==> config.mk <==
export PLATFORM = sky130hd
export DESIGN_NAME = alu
export DESIGN_NICKNAME = d
export VERILOG_FILES = /design/src/rtl/alu_pkg.sv /design/src/rtl/alu_shifter.sv /design/src/rtl/alu.sv
export SDC_FILE = /design/constraint.sdc
export NUM_CORES = 1
export LEC_CHECK = 0
export BUFFER_PORTS_ARGS = -buffer_cell sky130_fd_sc_hd__buf_2
export CAP_MARGIN = 10
export CORE_AREA = 2 2 108 110
export CTS_BUF_LIST = sky130_fd_sc_hd__clkbuf_16
export DETAILED_ROUTE_END_ITERATION = 8
export DIE_AREA = 0 0 110 112
export GPL_TIMING_DRIVEN = 0
export PLACE_DENSITY_LB_ADDON = 0.2
export SLEW_MARGIN = 10
export SYNTH_ARGS = -nofsm -noshare
export SYNTH_HDL_FRONTEND = slang
export SYNTH_SLANG_ARGS = --single-unit
==> constraint.sdc <==
create_clock -name clk -period 5.4 [get_ports clk]
set_input_delay 0.81 -clock clk [delete_from_list [all_inputs] [get_ports clk]]
set_output_delay 0.81 -clock clk [all_outputs]
set_load 0.02 [all_outputs]
==> src/rtl/alu_pkg.sv <==
// alu_pkg: shared definitions for the stack-processor ALU.
//   alu_op_e    - 4-bit opcode encoding (ALU_ADD..ALU_EQ, ALU_RSVD), also
//                 intended for use by the control unit.
//   shift_mode_e - shift kind selector for alu_shifter.
package alu_pkg;

   typedef enum logic [3:0] {
      ALU_ADD   = 4'd0,
      ALU_SUB   = 4'd1,
      ALU_AND   = 4'd2,
      ALU_OR    = 4'd3,
      ALU_XOR   = 4'd4,
      ALU_NOR   = 4'd5,
      ALU_SLL   = 4'd6,
      ALU_SRL   = 4'd7,
      ALU_SRA   = 4'd8,
      ALU_SLT   = 4'd9,
      ALU_SLTU  = 4'd10,
      ALU_PASSA = 4'd11,
      ALU_PASSB = 4'd12,
      ALU_NOT   = 4'd13,
      ALU_EQ    = 4'd14,
      ALU_RSVD  = 4'd15
   } alu_op_e;

   typedef enum logic [1:0] {
      SH_LL = 2'd0,
      SH_RL = 2'd1,
      SH_RA = 2'd2
   } shift_mode_e;

endpackage

==> src/rtl/alu_shifter.sv <==
// alu_shifter: combinational 16-bit shifter (SLL / SRL / SRA).
// Ports:
//   data    in   16  value to shift
//   amount  in   4   shift distance 0..15 (0 returns data unchanged)
//   mode    in   2   shift kind (shift_mode_e)
//   result  out  16  shifted value
module alu_shifter
   import alu_pkg::*;
(
   input  logic [15:0] data,
   input  logic [3:0]  amount,
   input  shift_mode_e mode,
   output logic [15:0] result
);

   always_comb begin
      result = data << amount;
      case (mode)
         SH_LL:   result = data << amount;
         SH_RL:   result = data >> amount;
         SH_RA:   result = $unsigned($signed(data) >>> amount);
         default: result = data;
      endcase
   end

endmodule

==> src/rtl/alu.sv <==
// alu: 16-bit integer ALU for the stack processor datapath.
// Result, zero flag and signed-overflow flag are registered (1-cycle latency,
// a new operation every cycle, no handshake).
// Ports:
//   clk       in   1      system clock, rising edge
//   rst       in   1      synchronous active-high reset (r=0, zero=1, overflow=0)
//   a         in   WIDTH  operand A (minuend / left operand for SUB, SLT)
//   b         in   WIDTH  operand B (b[3:0] is the shift amount)
//   op        in   4      operation select (alu_op_e)
//   r         out  WIDTH  registered result
//   zero      out  1      registered, 1 iff r == 0
//   overflow  out  1      registered signed overflow (ADD/SUB only)
module alu
   import alu_pkg::*;
#(
   parameter int unsigned WIDTH = 16
)(
   input  logic             clk,
   input  logic             rst,
   input  logic [WIDTH-1:0] a,
   input  logic [WIDTH-1:0] b,
   input  logic [3:0]       op,
   output logic [WIDTH-1:0] r,
   output logic             zero,
   output logic             overflow
);

   logic [WIDTH-1:0] sum;
   logic [WIDTH-1:0] diff;
   logic [WIDTH-1:0] shifted;
   logic [WIDTH-1:0] f;
   logic             f_ovf;
   shift_mode_e      sh_mode;

   assign sum  = a + b;
   assign diff = a - b;

   always_comb begin
      sh_mode = SH_RL;
      if (alu_op_e'(op) == ALU_SLL)
         sh_mode = SH_LL;
      else if (alu_op_e'(op) == ALU_SRA)
         sh_mode = SH_RA;
   end

   alu_shifter u_shifter (
      .data   (a),
      .amount (b[3:0]),
      .mode   (sh_mode),
      .result (shifted)
   );

   always_comb begin
      f     = '0;
      f_ovf = 1'b0;
      case (alu_op_e'(op))
         ALU_ADD: begin
            f     = sum;
            f_ovf = (a[WIDTH-1] == b[WIDTH-1]) && (sum[WIDTH-1] != a[WIDTH-1]);
         end
         ALU_SUB: begin
            f     = diff;
            f_ovf = (a[WIDTH-1] != b[WIDTH-1]) && (diff[WIDTH-1] != a[WIDTH-1]);
         end
         ALU_AND:   f = a & b;
         ALU_OR:    f = a | b;
         ALU_XOR:   f = a ^ b;
         ALU_NOR:   f = ~(a | b);
         ALU_SLL,
         ALU_SRL,
         ALU_SRA:   f = shifted;
         // True signed compare, not the sign of a-b, so overflow cannot corrupt it.
         ALU_SLT:   f = {{(WIDTH-1){1'b0}}, ($signed(a) < $signed(b))};
         ALU_SLTU:  f = {{(WIDTH-1){1'b0}}, (a < b)};
         ALU_PASSA: f = a;
         ALU_PASSB: f = b;
         ALU_NOT:   f = ~a;
         ALU_EQ:    f = {{(WIDTH-1){1'b0}}, (a == b)};
         default:   f = '0;
      endcase
   end

   always_ff @(posedge clk) begin
      if (rst) begin
         r        <= '0;
         zero     <= 1'b1;
         overflow <= 1'b0;
      end else begin
         r        <= f;
         zero     <= (f == '0);
         overflow <= f_ovf;
      end
   end

endmodule

==> flow_metrics.tcl, run 1 <==
set metrics [dict create \
    status "completed" \
    synth-seq-area-share_pct 6.647 \
    cp_data_arrival_time_ps 5480 \
    antenna_found_initial 0 \
    io_pins 56 \
    setup_viol 0 \
    synth_enable_flop_cells 0 \
    die_h_um 112 \
    grt_max_degree 14 \
    synthCells 729 \
    globalRouteTotalUtil_pct 39.59 \
    cts_tree "done" \
    cts_buffers 3 \
    detail_route.wirelength_um 24010 \
    whs_path_depth 2 \
    syn_area_um2 5421 \
    final_cell_mix "buf_2, nor2_1, nand2_1, ha_1, inv_1" \
    cts_hold_buf 0 \
    p_per_area_nw_per_um2 148.9 \
    slew_viol_final 0 \
    place_area_um2 5866 \
    place_ws_ps 64.86 \
    clock_tree.buffer_depth 2 \
    routed_via_density 7.071 \
    synth.net_count 821 \
    cp_top_family "compound AO/OA/AOI/OAI gates" \
    syn_to_final_growth_pct 9.693 \
    avgSynthCellArea_um2 7.437 \
    crit_required_ps 5560 \
    die_area_um2 12320 \
    fin_ws_ps 83.68 \
    hold_viol_final 0 \
    layout-drive-gt1-share_pct 16.54 \
    place_congestion 1.034 \
    critPathKind "in -> reg" \
    initialDrtViolationCount 854 \
    routedWlPerCell_um 25.85 \
    hold_path_end "r[13]$_SDFF_PP0_" \
    io_buffers 53 \
    finalSetupTns_ps 0 \
    ant_nets 0 \
    grt_overflow 0 \
    yosysUniqueCellTypes 83 \
    cp_max_fo 11 \
    end_kind "flip-flop" \
    hold_class "in -> reg" \
    crit_path_start_kind "input port" \
    worst_path_max_delay_cell "a2111oi_1" \
    clk_pin_slew_worst_paths_ps 50 \
    period_share_pct 98.45 \
    p_leak_uw 0.002514 \
    layout_commonest_cell "buf_2" \
    relSlewSlack_pct 34.44 \
    critPathMaxStageDelay_ps 700 \
    rows 39 \
    cts_root_buf "clkbuf_16" \
    final_net_count 880 \
    finalWorstPathRequiredPeriod_ps 5316 \
    firstDrtPassIters 5 \
    die_w_um 110 \
    min_from "rst" \
    antennaDiodeCount 0 \
    grt_pass1_vias 6048 \
    coreArea_um2 11170 \
    start_util_pct 48.52 \
    cp.depth 13 \
    design_area_um2 5947 \
    peakVddDrop_mv 0.1392 \
    yosysWarnings 0 \
    critPathBufInv 5 \
    dp_hpwl_um 18840 \
    htreeDepth 1 \
    cts_setup_buffers 0 \
    grt_pass1_wl_um 36600 \
    cts_resized 0 \
    vias 6569 \
    synth-seq-cells 18 \
    cts_sinks 18 \
    synth_ff_type "dfxtp_1" \
    fmax_ghz 0.1881 \
    max-cap-violations 0 \
    crit_chain "buf_2, inv_1, clkbuf_1, clkbuf_1, ha_1, inv_1, o221ai_1, a2111oi_1, nor3_1, a221o_1, a211oi_1, o2111ai_1, o41ai_2" \
    synth-async-reset-ratio_pct 0 \
    rsz0062_at_grt "false" \
    drc_errors 0 \
    tightest_slew_ps 969.7 \
]
==> synthesized netlist by cell type, types with 5 or more instances <==
master      n  share of area [%]
a211oi_1    9                1.2
a21o_1      7               0.97
a21oi_1    43                4.0
a221oi_1   11                1.8
a222oi_1    5               0.92
a31oi_1    14                1.6
and3_1      5               0.58
buf_2      21                1.9
clkbuf_1   39                2.7
dfxtp_1    18                6.6
ha_1       52                 12
inv_1      50                3.5
mux2i_1    28                5.2
mux4_1      5                2.4
mux4_2     22                9.1
nand2_1    55                3.8
nand2b_1   15                1.7
nand3_1    24                2.2
nand4_1     7               0.81
nor2_1     61                4.2
nor2b_1    14                1.6
nor3_1     13                1.2
nor4_1      7               0.81
o2111ai_1   9                1.5
o211ai_1   10                1.4
o21a_1      6               0.83
o21ai_0    40                3.7
o22ai_1     8               0.92
o31ai_1     6               0.83
or2_2      10                1.2
or3_1       6               0.69
xnor2_1     5               0.81
==> worst max-delay path by stage <==
stage,from,to
finish,b[3],zero$_SDFF_PP1_
global route,b[3],zero$_SDFF_PP1_
CTS,b[1],zero$_SDFF_PP1_
detailed placement,b[1],zero$_SDFF_PP1_
global placement,b[1],zero$_SDFF_PP1_
floorplan,b[1],zero$_SDFF_PP1_
==> routing by layer <==
metal  vias up  global-route usage, %  wire length [um]
met3        87                  6.909              2598
met2       474                  60.90             10670
met4         0                  15.95              1252
met5         -                      0                 0
li1       2893                      -                 -
met1      3115                  54.44              9497
==> sequential cells by signal (all words and copies together) (netlist names) <==
register	cells
overflow	1
zero	1
r	16
==> cell families after synthesis <==
family,Yosys count,synth area share (%)
simple gates,242,22.69
compound gates,232,30.58
buf+inv,119,9.070
mux,57,17.15
fa+ha+maj,54,12.74
flops,18,6.647
xor+xnor,7,1.131
==> cell type report <==
| cell class | instances | area [um^2] |
|---|---|---|
| fillers | 1120 | 5228 |
| multi-input cells | 592 | 4571 |
| flip-flops and latches | 18 | 360.3 |
| plain buffers | 65 | 289.0 |
| repair buffers | 54 | 270.3 |
| inverters | 54 | 202.7 |
| well taps | 143 | 178.9 |
| clock buffers | 3 | 75.07 |
==> where the power goes <==
| group | switching [uW] | internal (uW) |
|---|---|---|
| Clock | 50.3 | 97.5 |
| Sequential | 2.83 | 146 |
| Combinational | 380 | 209 |
| Total | 433 | 452 |
==> metrics by stage <==
step,power [uW],std cells,utilization (%),hold WS [ps]
2_1_floorplan,529.7,729,-,879.1
3_5_place_dp,715.4,925,52.49,1070
3_3_place_gp,710.0,925,52.49,1073
6_report,885.7,929,53.22,816.3
5_1_grt,931.4,929,53.22,825.0
4_1_cts,862.0,928,53.16,812.5
No activity file was read; power rests on OpenSTA's default activity.
==> run 2: changes to the inputs <==
--- a/config.mk
+++ b/config.mk
@@ -5,6 +5,7 @@
 export SDC_FILE = /design/constraint.sdc
 export NUM_CORES = 1
 export LEC_CHECK = 0
+export ABC_AREA = 1
 export BUFFER_PORTS_ARGS = -buffer_cell sky130_fd_sc_hd__buf_2
 export CAP_MARGIN = 10
 export CORE_AREA = 2 2 108 110
==> run 2 against run 1 <==
Net effect:
- sequential power about the same
- largest power group unchanged
- combinational power decreased by 9.8%
- cell count increased by 37%
- utilization increased by 0.27 points
- routed wire length fell by 7.7%
- clock-buffer cell count did not move
- worst hold slack better by 140 ps
- die area stayed put
==> flow_metrics.tcl, run 2 <==
set metrics [dict create \
    status "completed" \
    n_fill_cell 1290 \
    cp_max_fo 11 \
    die_area_um2 12320 \
    synthTopCellsByCount "nand2_1, nand3_1, inv_1, nor2_1, ha_1" \
    htreeDepth 1 \
    critPathMaxStageDelay_ps 490 \
    synth_ff_type "dfxtp_1" \
    synthCells 1075 \
    io_pins 56 \
    end_kind "flip-flop" \
    hold_viol_final 0 \
    cp_data_arrival_time_ps 3850 \
    grt_pass1_wl_um 34270 \
    max-cap-violations 0 \
    finalSetupTns_ps 0 \
    cp_top_family "simple AND/OR/NAND/NOR gates" \
    place_congestion 1.076 \
    register_area_um2 360.3 \
    p_per_area_nw_per_um2 137.9 \
    routedWlPerCell_um 17.37 \
    synth-seq-cells 18 \
    syn_to_final_growth_pct 9.690 \
    avgSynthCellArea_um2 5.069 \
    synth_top_cell_by_area "nand2_1" \
    coreArea_um2 11170 \
    crit_top_cell "nand2_1" \
    multi_input_area_um2 4375 \
    fmax_ghz 0.2731 \
    relSlewSlack_pct 35.55 \
    synth-seq-area-share_pct 6.613 \
    synthTopCellsByArea "nand2_1, nand3_1, ha_1" \
    pwr-share-clk_pct 17.7 \
    crit_chain "buf_2, inv_1, clkbuf_1, ha_1, buf_2, nand2_1, inv_1, nand2_1, nand3_1, o21ai_0, nand2_1, nor2_1, nand2_1, nor2_1, nand2_1, nor2_1, nand3_1, nand2_1" \
    layout_commonest_cell "nand2_1" \
    final_cell_mix "nand2_1, nand3_1, inv_1, nor2_1, buf_2" \
    use_met3_pct 3.396 \
    firstDrtPassIters 6 \
    dp_hpwl_um 17840 \
    finalWorstPathRequiredPeriod_ps 3662 \
    routed_via_density 5.788 \
    drc_errors 0 \
    cts_sinks 18 \
    stdcell_count 1276 \
    met1_usage_pct 53.62 \
    tightest_slew_ps 963.2 \
    cts_setup_buffers 0 \
    antenna_found_initial 0 \
    worst_path_max_delay_cell "clkbuf_1" \
    place_inst 1272 \
    slew_viol_final 0 \
    yosysUniqueCellTypes 39 \
    grt-busiest-layer "met1" \
    vias 7386 \
    hold_slack_ps 960.1 \
    grt_max_degree 13 \
    hold_class "in -> reg" \
    crit_required_ps 5590 \
    switching_share_pct 51.28 \
    regMostFlops "r" \
    largest_reg_flops 16 \
    yosysWarnings 0 \
    netSwitchingPower_uw 422.8 \
    grt_pass1_vias 6306 \
    peakVddDrop_mv 0.2680 \
    cts_resized 0 \
    setup_viol 0 \
    synth-async-reset-ratio_pct 0 \
    place_area_um2 5898 \
    io_buffers 54 \
    synth.net_count 1167 \
    syn_area_um2 5449 \
    initialDrtViolationCount 915 \
    clk_pin_slew_worst_paths_ps 50 \
    pwr-share-seq_pct 17.8 \
    rows 39 \
    period_share_pct 67.81 \
    start_util_pct 48.76 \
    reg_top3 "r: 16 flops, overflow: 1 flops, zero: 1 flops" \
    critPathKind "in -> reg" \
    design_area_um2 5977 \
    use_met2_pct 52.02 \
    intPower_uw 401.6 \
    grt_overflow 0 \
    crit_path_start_kind "input port" \
    cts_tree "done" \
    layout-drive-gt1-share_pct 10.06 \
    clock_tree.buffer_depth 2 \
    p_leak_uw 0.003458 \
    ant_nets 0 \
    die_h_um 112 \
    rsz0062_at_grt "false" \
    synth.most_common_cell "nand2_1" \
    final_net_count 1226 \
    yosysTopAreaCellShare_pct 27.21 \
    antennaDiodeCount 0 \
    detail_route.wirelength_um 22170 \
    critPathBufInv 5 \
    cts_buffers 3 \
    synth_enable_flop_cells 0 \
    globalRouteTotalUtil_pct 36.03 \
    die_w_um 110 \
    cts_root_buf "clkbuf_16" \
    cts_hold_buf 0 \
    combPwrFrac_pct 64.4 \
]
## run 2: changes by cell type after synthesis, sizes merged, moves of 15 or more
cell    change
nand2     +348
nand3     +139
clkbuf     -32
nor2       +58
mux4       -27
nand2b     -15
mux2i      -28
inv        +76
## run 2: final timing paths
check / cells after the start / slack (ps) / end / start
max: 18 / 1740 / zero$_SDFF_PP1_ / b[3]
min: 2 / 960 / r[10]$_SDFF_PP0_ / rst
## run 2: cells by family after synthesis
logic type | share of synthesized area (%)
fa+ha+maj | 12.68
compound gates | 11.69
simple gates | 55.61
flops | 6.613
xor+xnor | 0.3215
buf+inv | 13.09
## run 2: area by class of cell
| cell class | instances | area share [%] |
|---|---|---|
| Buffer | 42 | 3.789 |
| Clock buffer | 3 | 1.256 |
| Clock inverter | 1 | 0.06280 |
| Inverter | 129 | 8.143 |
| Multi-Input combinational cell | 886 | 73.21 |
| Sequential cell | 18 | 6.029 |
| Tap cell | 143 | 2.994 |
| Timing Repair Buffer | 54 | 4.522 |
## run 2: through the flow
step,utilization [%],worst slack [ps],total power [uW]
global placement,52.78,1582,662.9
CTS,53.49,1819,811.4
detailed placement,52.78,1588,661.8
floorplan,-,2581,504.0
finish,53.49,1738,824.4
global route,53.49,1439,889.5
## run 2: layer usage
layer | part of all wire (%) | up-vias
met5 | 0 | -
met4 | 5.3 | 0
met3 | 11 | 72
met2 | 41 | 468
met1 | 43 | 3278
li1 | - | 3568
## run 2: power by group through the flow
stage	logic (uW)	registers [uW]	clock network, uW
after CTS	516	147	149
after global placement	514	149	0
after global routing	587	148	155
after detailed placement	512	150	0
after floorplan	339	165	0
final	531	147	146
